### src/rtl/regfile_wb_sched_if.sv
// Bundles the issue, ALU/LSU writeback, regfile write port and scoreboard
// signals of the writeback scheduler into one connection.
interface regfile_wb_sched_if #(
  parameter int XLEN = 32
);
  logic            iss_valid;
  logic            iss_we;
  logic [4:0]      iss_rd;
  logic [4:0]      iss_rs1;
  logic [4:0]      iss_rs2;
  logic            iss_stall;

  // Valid/ready: a requester holds valid, rd and data stable until ready is
  // high in the same cycle; the request transfers on that cycle's rising edge.
  logic            alu_valid;
  logic [4:0]      alu_rd;
  logic [XLEN-1:0] alu_data;
  logic            alu_ready;
  logic            lsu_valid;
  logic [4:0]      lsu_rd;
  logic [XLEN-1:0] lsu_data;
  logic            lsu_ready;

  logic            rf_we;
  logic [4:0]      rf_wa;
  logic [XLEN-1:0] rf_wd;
  logic [31:0]     busy;
  logic [3:0]      starve;

  modport master (
    output iss_valid, iss_we, iss_rd, iss_rs1, iss_rs2,
    output alu_valid, alu_rd, alu_data, lsu_valid, lsu_rd, lsu_data,
    input  iss_stall, alu_ready, lsu_ready, rf_we, rf_wa, rf_wd, busy, starve
  );

  modport slave (
    input  iss_valid, iss_we, iss_rd, iss_rs1, iss_rs2,
    input  alu_valid, alu_rd, alu_data, lsu_valid, lsu_rd, lsu_data,
    output iss_stall, alu_ready, lsu_ready, rf_we, rf_wa, rf_wd, busy, starve
  );
endinterface

### src/rtl/regfile_wb_sched.sv
// Shares the single regfile write port between ALU and LSU writeback and
// keeps a per-register busy scoreboard so issue stalls on RAW/WAW hazards.
module regfile_wb_sched #(
  parameter int XLEN       = 32,
  parameter int STARVE_MAX = 4
) (
  input  logic               clk,
  input  logic               reset,
  regfile_wb_sched_if.slave  bus
);
  logic [3:0]      starve_q, starve_d;
  logic [31:0]     busy_q, busy_d;
  logic            we_q;
  logic [4:0]      wa_q;
  logic [XLEN-1:0] wd_q;

  logic            alu_pri, contended;
  logic            lsu_gnt, alu_gnt, any_gnt;
  logic [4:0]      gnt_rd;
  logic [XLEN-1:0] gnt_data;
  logic            iss_hazard, iss_stall, iss_accept;

  assign alu_pri   = (starve_q >= 4'(STARVE_MAX));
  assign contended = bus.alu_valid & bus.lsu_valid;

  // LSU ready is derived only from the valids and starve, never from ALU ready.
  always_comb begin
    lsu_gnt  = ~reset & bus.lsu_valid & ~(bus.alu_valid & alu_pri);
    alu_gnt  = ~reset & bus.alu_valid & ~lsu_gnt;
    any_gnt  = lsu_gnt | alu_gnt;
    gnt_rd   = lsu_gnt ? bus.lsu_rd   : bus.alu_rd;
    gnt_data = lsu_gnt ? bus.lsu_data : bus.alu_data;
  end

  always_comb begin
    iss_hazard = busy_q[bus.iss_rs1] | busy_q[bus.iss_rs2] |
                 (bus.iss_we & busy_q[bus.iss_rd]);
    iss_stall  = bus.iss_valid & (reset | iss_hazard);
    iss_accept = bus.iss_valid & ~iss_stall;
  end

  always_comb begin
    starve_d = starve_q;
    if (alu_gnt)
      starve_d = 4'd0;
    else if (contended && lsu_gnt)
      starve_d = starve_q + 4'd1;
  end

  // Clear first, then set, so a set on the same index wins.
  always_comb begin
    busy_d = busy_q;
    if (we_q)
      busy_d[wa_q] = 1'b0;
    if (iss_accept && bus.iss_we && (bus.iss_rd != 5'd0))
      busy_d[bus.iss_rd] = 1'b1;
    busy_d[0] = 1'b0;
  end

  always_ff @(posedge clk) begin
    if (reset) begin
      starve_q <= 4'd0;
      busy_q   <= 32'd0;
      we_q     <= 1'b0;
      wa_q     <= 5'd0;
      wd_q     <= '0;
    end else begin
      starve_q <= starve_d;
      busy_q   <= busy_d;
      // A grant to x0 consumes the slot but never writes the regfile.
      we_q     <= any_gnt && (gnt_rd != 5'd0);
      if (any_gnt && (gnt_rd != 5'd0)) begin
        wa_q <= gnt_rd;
        wd_q <= gnt_data;
      end
    end
  end

  assign bus.iss_stall = iss_stall;
  assign bus.alu_ready = alu_gnt;
  assign bus.lsu_ready = lsu_gnt;
  assign bus.rf_we     = we_q;
  assign bus.rf_wa     = wa_q;
  assign bus.rf_wd     = wd_q;
  assign bus.busy      = busy_q;
  assign bus.starve    = starve_q;
endmodule

### src/flat_wrapper.sv
// flat-port wrapper written by rule: the top's interface ports become plain ports
module regfile_wb_sched_flat 
#(
  parameter int XLEN       = 32,
  parameter int STARVE_MAX = 4
)
  (clk, reset, bus_iss_valid, bus_iss_we, bus_iss_rd, bus_iss_rs1, bus_iss_rs2, bus_alu_valid, bus_alu_rd, bus_alu_data, bus_lsu_valid, bus_lsu_rd, bus_lsu_data, bus_iss_stall, bus_alu_ready, bus_lsu_ready, bus_rf_we, bus_rf_wa, bus_rf_wd, bus_busy, bus_starve);
  regfile_wb_sched_if #(.XLEN(XLEN)) bus_i ();
  input  logic clk;
  input  logic reset;
  input wire logic [$bits(bus_i.iss_valid)-1:0] bus_iss_valid;
  input wire logic [$bits(bus_i.iss_we)-1:0] bus_iss_we;
  input wire logic [$bits(bus_i.iss_rd)-1:0] bus_iss_rd;
  input wire logic [$bits(bus_i.iss_rs1)-1:0] bus_iss_rs1;
  input wire logic [$bits(bus_i.iss_rs2)-1:0] bus_iss_rs2;
  input wire logic [$bits(bus_i.alu_valid)-1:0] bus_alu_valid;
  input wire logic [$bits(bus_i.alu_rd)-1:0] bus_alu_rd;
  input wire logic [$bits(bus_i.alu_data)-1:0] bus_alu_data;
  input wire logic [$bits(bus_i.lsu_valid)-1:0] bus_lsu_valid;
  input wire logic [$bits(bus_i.lsu_rd)-1:0] bus_lsu_rd;
  input wire logic [$bits(bus_i.lsu_data)-1:0] bus_lsu_data;
  output wire logic [$bits(bus_i.iss_stall)-1:0] bus_iss_stall;
  output wire logic [$bits(bus_i.alu_ready)-1:0] bus_alu_ready;
  output wire logic [$bits(bus_i.lsu_ready)-1:0] bus_lsu_ready;
  output wire logic [$bits(bus_i.rf_we)-1:0] bus_rf_we;
  output wire logic [$bits(bus_i.rf_wa)-1:0] bus_rf_wa;
  output wire logic [$bits(bus_i.rf_wd)-1:0] bus_rf_wd;
  output wire logic [$bits(bus_i.busy)-1:0] bus_busy;
  output wire logic [$bits(bus_i.starve)-1:0] bus_starve;
  assign bus_i.iss_valid = bus_iss_valid;
  assign bus_i.iss_we = bus_iss_we;
  assign bus_i.iss_rd = bus_iss_rd;
  assign bus_i.iss_rs1 = bus_iss_rs1;
  assign bus_i.iss_rs2 = bus_iss_rs2;
  assign bus_i.alu_valid = bus_alu_valid;
  assign bus_i.alu_rd = bus_alu_rd;
  assign bus_i.alu_data = bus_alu_data;
  assign bus_i.lsu_valid = bus_lsu_valid;
  assign bus_i.lsu_rd = bus_lsu_rd;
  assign bus_i.lsu_data = bus_lsu_data;
  assign bus_iss_stall = bus_i.iss_stall;
  assign bus_alu_ready = bus_i.alu_ready;
  assign bus_lsu_ready = bus_i.lsu_ready;
  assign bus_rf_we = bus_i.rf_we;
  assign bus_rf_wa = bus_i.rf_wa;
  assign bus_rf_wd = bus_i.rf_wd;
  assign bus_busy = bus_i.busy;
  assign bus_starve = bus_i.starve;
  regfile_wb_sched #(.XLEN(XLEN), .STARVE_MAX(STARVE_MAX)) u_core (.clk(clk), .reset(reset), .bus(bus_i));
endmodule
### config.mk
export PLATFORM = sky130hd
export DESIGN_NAME = regfile_wb_sched_flat
export DESIGN_NICKNAME = d
export VERILOG_FILES = /design/src/rtl/regfile_wb_sched_if.sv /design/src/rtl/regfile_wb_sched.sv /design/src/flat_wrapper.sv
export SDC_FILE = /design/constraint.sdc
export NUM_CORES = 1
export LEC_CHECK = 0
export ABC_AREA = 1
export ABC_CLOCK_PERIOD_IN_PS = 2150
export CAP_MARGIN = 10
export CORE_UTILIZATION = 42
export CTS_BUF_LIST = sky130_fd_sc_hd__clkbuf_8
export DETAILED_ROUTE_END_ITERATION = 8
export GPL_TIMING_DRIVEN = 0
export PLACE_DENSITY_LB_ADDON = 0.25
export SLEW_MARGIN = 0
export SYNTH_ARGS = -nofsm -noshare
export SYNTH_HDL_FRONTEND = slang
export SYNTH_SLANG_ARGS = --single-unit
### constraint.sdc
create_clock -name clk -period 2.15 [get_ports clk]
set_clock_uncertainty 0.1 [all_clocks]
set_input_delay 0.5375 -clock clk [delete_from_list [all_inputs] [get_ports clk]]
set_output_delay 0.5375 -clock clk [all_outputs]
set_load 0.02 [all_outputs]
==> metrics.md <==
| Metric | Value |
|---|---|
| Place WS | -1.511 ns |
| Total wire length | 16270 um |
| Post-synthesis xor/xnor area fraction | less than 1% |
| Post-Layout Cell Count | between 1000 and 1500 |
| Worst reg2reg setup slack | about 0.13 ns |
| Initial core utilization | 43.65% |
| Final instance area | 0.007030 mm2 |
| # port buffers | ~170 |
| Pin count of the biggest net entering global routing | 14 |
| Fill cells | 974 |
| Failing checks | negative setup slack |
| Type of origin of the critical path | input pin |
| Yosys reg bits | 73 |
| Final TNS setup | -0.3215 ns |
| Placed inst area | 0.006417 mm2 |
| H-tree Lvls | 3 |
| Die Ht | ~110 um |
| Final Slew Violations | 0 |
| Hold violation total from the final report | 0 |
| CTS sink cnt | 73 |
| Post-synthesis cell type count | 29 |
| HP Class | input pin to flop |
| Tmin final | about 2.5 ns |
| Rows | 37 |
| N_diodes | 0 |
| Critical path required time | 1.51 ns |
| Max_cap viols | 0 |
| Worst-path maximum fanout | 6 |
| Nets | around 1100 |
| Net Count, Synth | 874 |
| DPL Wire Length | 12060 um |
| GRT Overall Usage | between 20% and 30% |
| Number of top-level pins | 172 |
| Core area | roughly 0.010 mm2 |
| Total via count in the routed design | around 5700 |
| Syn-to-layout area delta | 54.62% |
| Compound-Gate Fraction of Synth Area | about 14% |
| Final WS setup | -0.3215 ns |
| Layout cell share with drive strength beyond 1 | about 14% |
| Crit path kind | input pin to output port |
| TritonRoute pass-1 iters | 5 |
| Inst Count DP | approximately 1100 |
| Achievable frequency | 0.4046 GHz |
| Sequential area share after synthesis | between 30% and 40% |
| GRT overflow | 0 |
| DIE AREA | 0.01125 mm2 |
| Clk buf depth | 2 |
| Synth top area share | 32.14% |
| Die width | about 110 um |
| Via density | 5.127 |
| Clock root buffer | clkbuf_8 |
| Post-Synth Simple-Gate Area | between 40% and 50% |
| Final setup viols | 1 |
| Fin Hold WS | 0.3560 ns |
| Drt wl/cell | ~15 um |
| LEAKAGE | just over 3 nW |
| Initial antenna violation count | 0 |
| Area leader, netlist | dfxtp_1 |
| First-pass GRT wire length | 26000 um |
| PwrDens | ~530 mW/mm2 |
| Post-synthesis cell count | 778 |
| Worst VDD drop | between 0.0002 and 0.0003 V |
| Area of the mapped netlist | 0.004547 mm2 |
| Synth Area in Adders | less than 1% |
| Yosys warns | 0 |
| Later-pin clock latency in the skew report | ~0.36 ns |
| Period utilization | 115.0% |
| Status | finished, violations left |
| Routability cong. | around 0.95 |
| CP Capture Type | output port |
| Crit path DAT | between 1.5 and 2 ns |
| Vias in the first global route | about 5300 |
| Unrepaired setup endpoints after global routing | yes |
| Total CTS buffers | 9 |
| Drt initial violations | between 300 and 400 |
| Dominant cells by area after synthesis | dfxtp_1 (32%), nand2_1 (22%), nor2_1 (9.6%), o21ai_0 (7.8%), nand3_1 (5.8%) |
| Dominant combinational cell family by area after synthesis | simple AND/OR/NAND/NOR gates |
| Final ANT Viol Nets | 0 |
| Drt drc | 0 |
| Post-Syn Area per Cell | around 5.8 um2 |
| Clock transition at path regs | around 0.080 ns |
| Mux share of post-synthesis cell area | 0% |
| CTS tree | yes |
[placed cells by master (no fill, tap or decap), types with 2 or more instances in the layout]
cell               n
a21oi_1           39
buf_1              4
buf_12             2
buf_2             11
buf_4             18
buf_6             17
buf_8              3
bufinv_16          2
clkbuf_1           8
clkbuf_4           6
clkbuf_8          11
clkdlybuf4s50_1  149
clkinv_4           3
dfxtp_1           52
dfxtp_2           19
dfxtp_4            2
dlygate4sd2_1      5
inv_1             48
inv_2             10
inv_6              2
nand2_1          257
nand2_2            9
nand3_1           52
nand4_1           31
nor2_1           109
nor2_2             5
nor2_4             3
nor3_2             8
o211ai_1           7
o21ai_0           69
o21ai_1            2
[per-layer routing]
metal	up-vias	part of all wire [%]	wire length (um)	track usage, %
li1	2894	-	-	-
met1	2471	38	6102	32.64
met2	288	48	7791	51.73
met3	59	9.1	1483	6.990
met4	0	5.5	893	18.65
met5	-	0	0	0
[critical path: stages]
cell and delay [ns]:
buf_12 0.10, inv_8 0.04, buf_8 0.12, nand2_1 0.06, nand2_1 0.05, nand2_1 0.05, nand2_1 0.07, nand2_1 0.06
nand2_1 0.07, nor2_1 0.11, nand2_1 0.10, a21oi_4 0.18, buf_6 0.12, a21boi_4 0.04, buf_6 0.12
[metrics by stage]
stage          total power (W)  utilization, %
2_1_floorplan         0.002001               -
3_3_place_gp          0.002456           61.61
3_5_place_dp          0.002462           61.61
4_1_cts               0.003743           66.67
5_1_grt               0.003924           67.50
6_report              0.003761           67.50
[cells by family (layout without fill, tap and decap cells)]
kind of cell	after synthesis	after routing
buf+inv	104	304
other cells	1	1
compound gates	122	122
fa+ha+maj	1	1
xor+xnor	1	1
simple gates	476	476
flops	73	73
[cell usage after synthesis (all sizes together)]
master and count:
ha 1, nor3 8, o211ai 7, nand3 53, a211oi 1, conb 1
clkinv 2, clkbuf 10, buf 33, nand2 266, inv 59, a21oi 41
or2 1, dfxtp 73, a21boi 1, nand4 31, nor2 117, o21ai 72
xor2 1
[state kept, by name, summed over array words and instances (netlist names)]
| signal | cells |
|---|---|
| u_core.bus.busy | 31 |
| u_core.bus.rf_wa | 5 |
| u_core.bus.rf_wd | 32 |
| u_core.bus.rf_we | 1 |
| u_core.bus.starve | 4 |
[repair_timing]
item                                    4_1_cts  5_1_grt
endpoints found under the setup margin       72       54
hold buffers                                  0        0
gates resized for setup                     140       32
gates cloned                                  5        0
setup buffers                                10        3
pin swaps                                    17       13
[power by group]
group	switching, W	internal, W
logic	0.000566	0.000485
registers	0.0000489	0.00142
clock network	0.000549	0.000691
total	0.00116	0.00260
[path summary, 6_finish.rpt]
check | endpoint | from | cells past startpoint
setup / recovery | bus_iss_stall | bus_iss_rd[0] | 15
setup reg to reg | u_core.bus.busy[9]$_SDFF_PP0_ | u_core.bus.busy[22]$_SDFF_PP0_ | 14
hold reg to reg | u_core.bus.starve[3]$_SDFFE_PP0P_ | u_core.bus.starve[3]$_SDFFE_PP0P_ | 2
hold / removal | u_core.bus.busy[7]$_SDFF_PP0_ | reset | 2
[cell type report]
class | instances | area (um2) | share of cell area, %
clock inverter | 6 | 90.09 | 1.281
buffer | 43 | 337.8 | 4.805
sequential | 73 | 1493 | 21.23
inverter | 61 | 249.0 | 3.542
timing repair buffer | 184 | 1819 | 25.88
clock buffer | 10 | 137.6 | 1.958
multi-input combinational | 601 | 2734 | 38.89
tap | 136 | 170.2 | 2.420
Power figures use the tool's default switching activity.
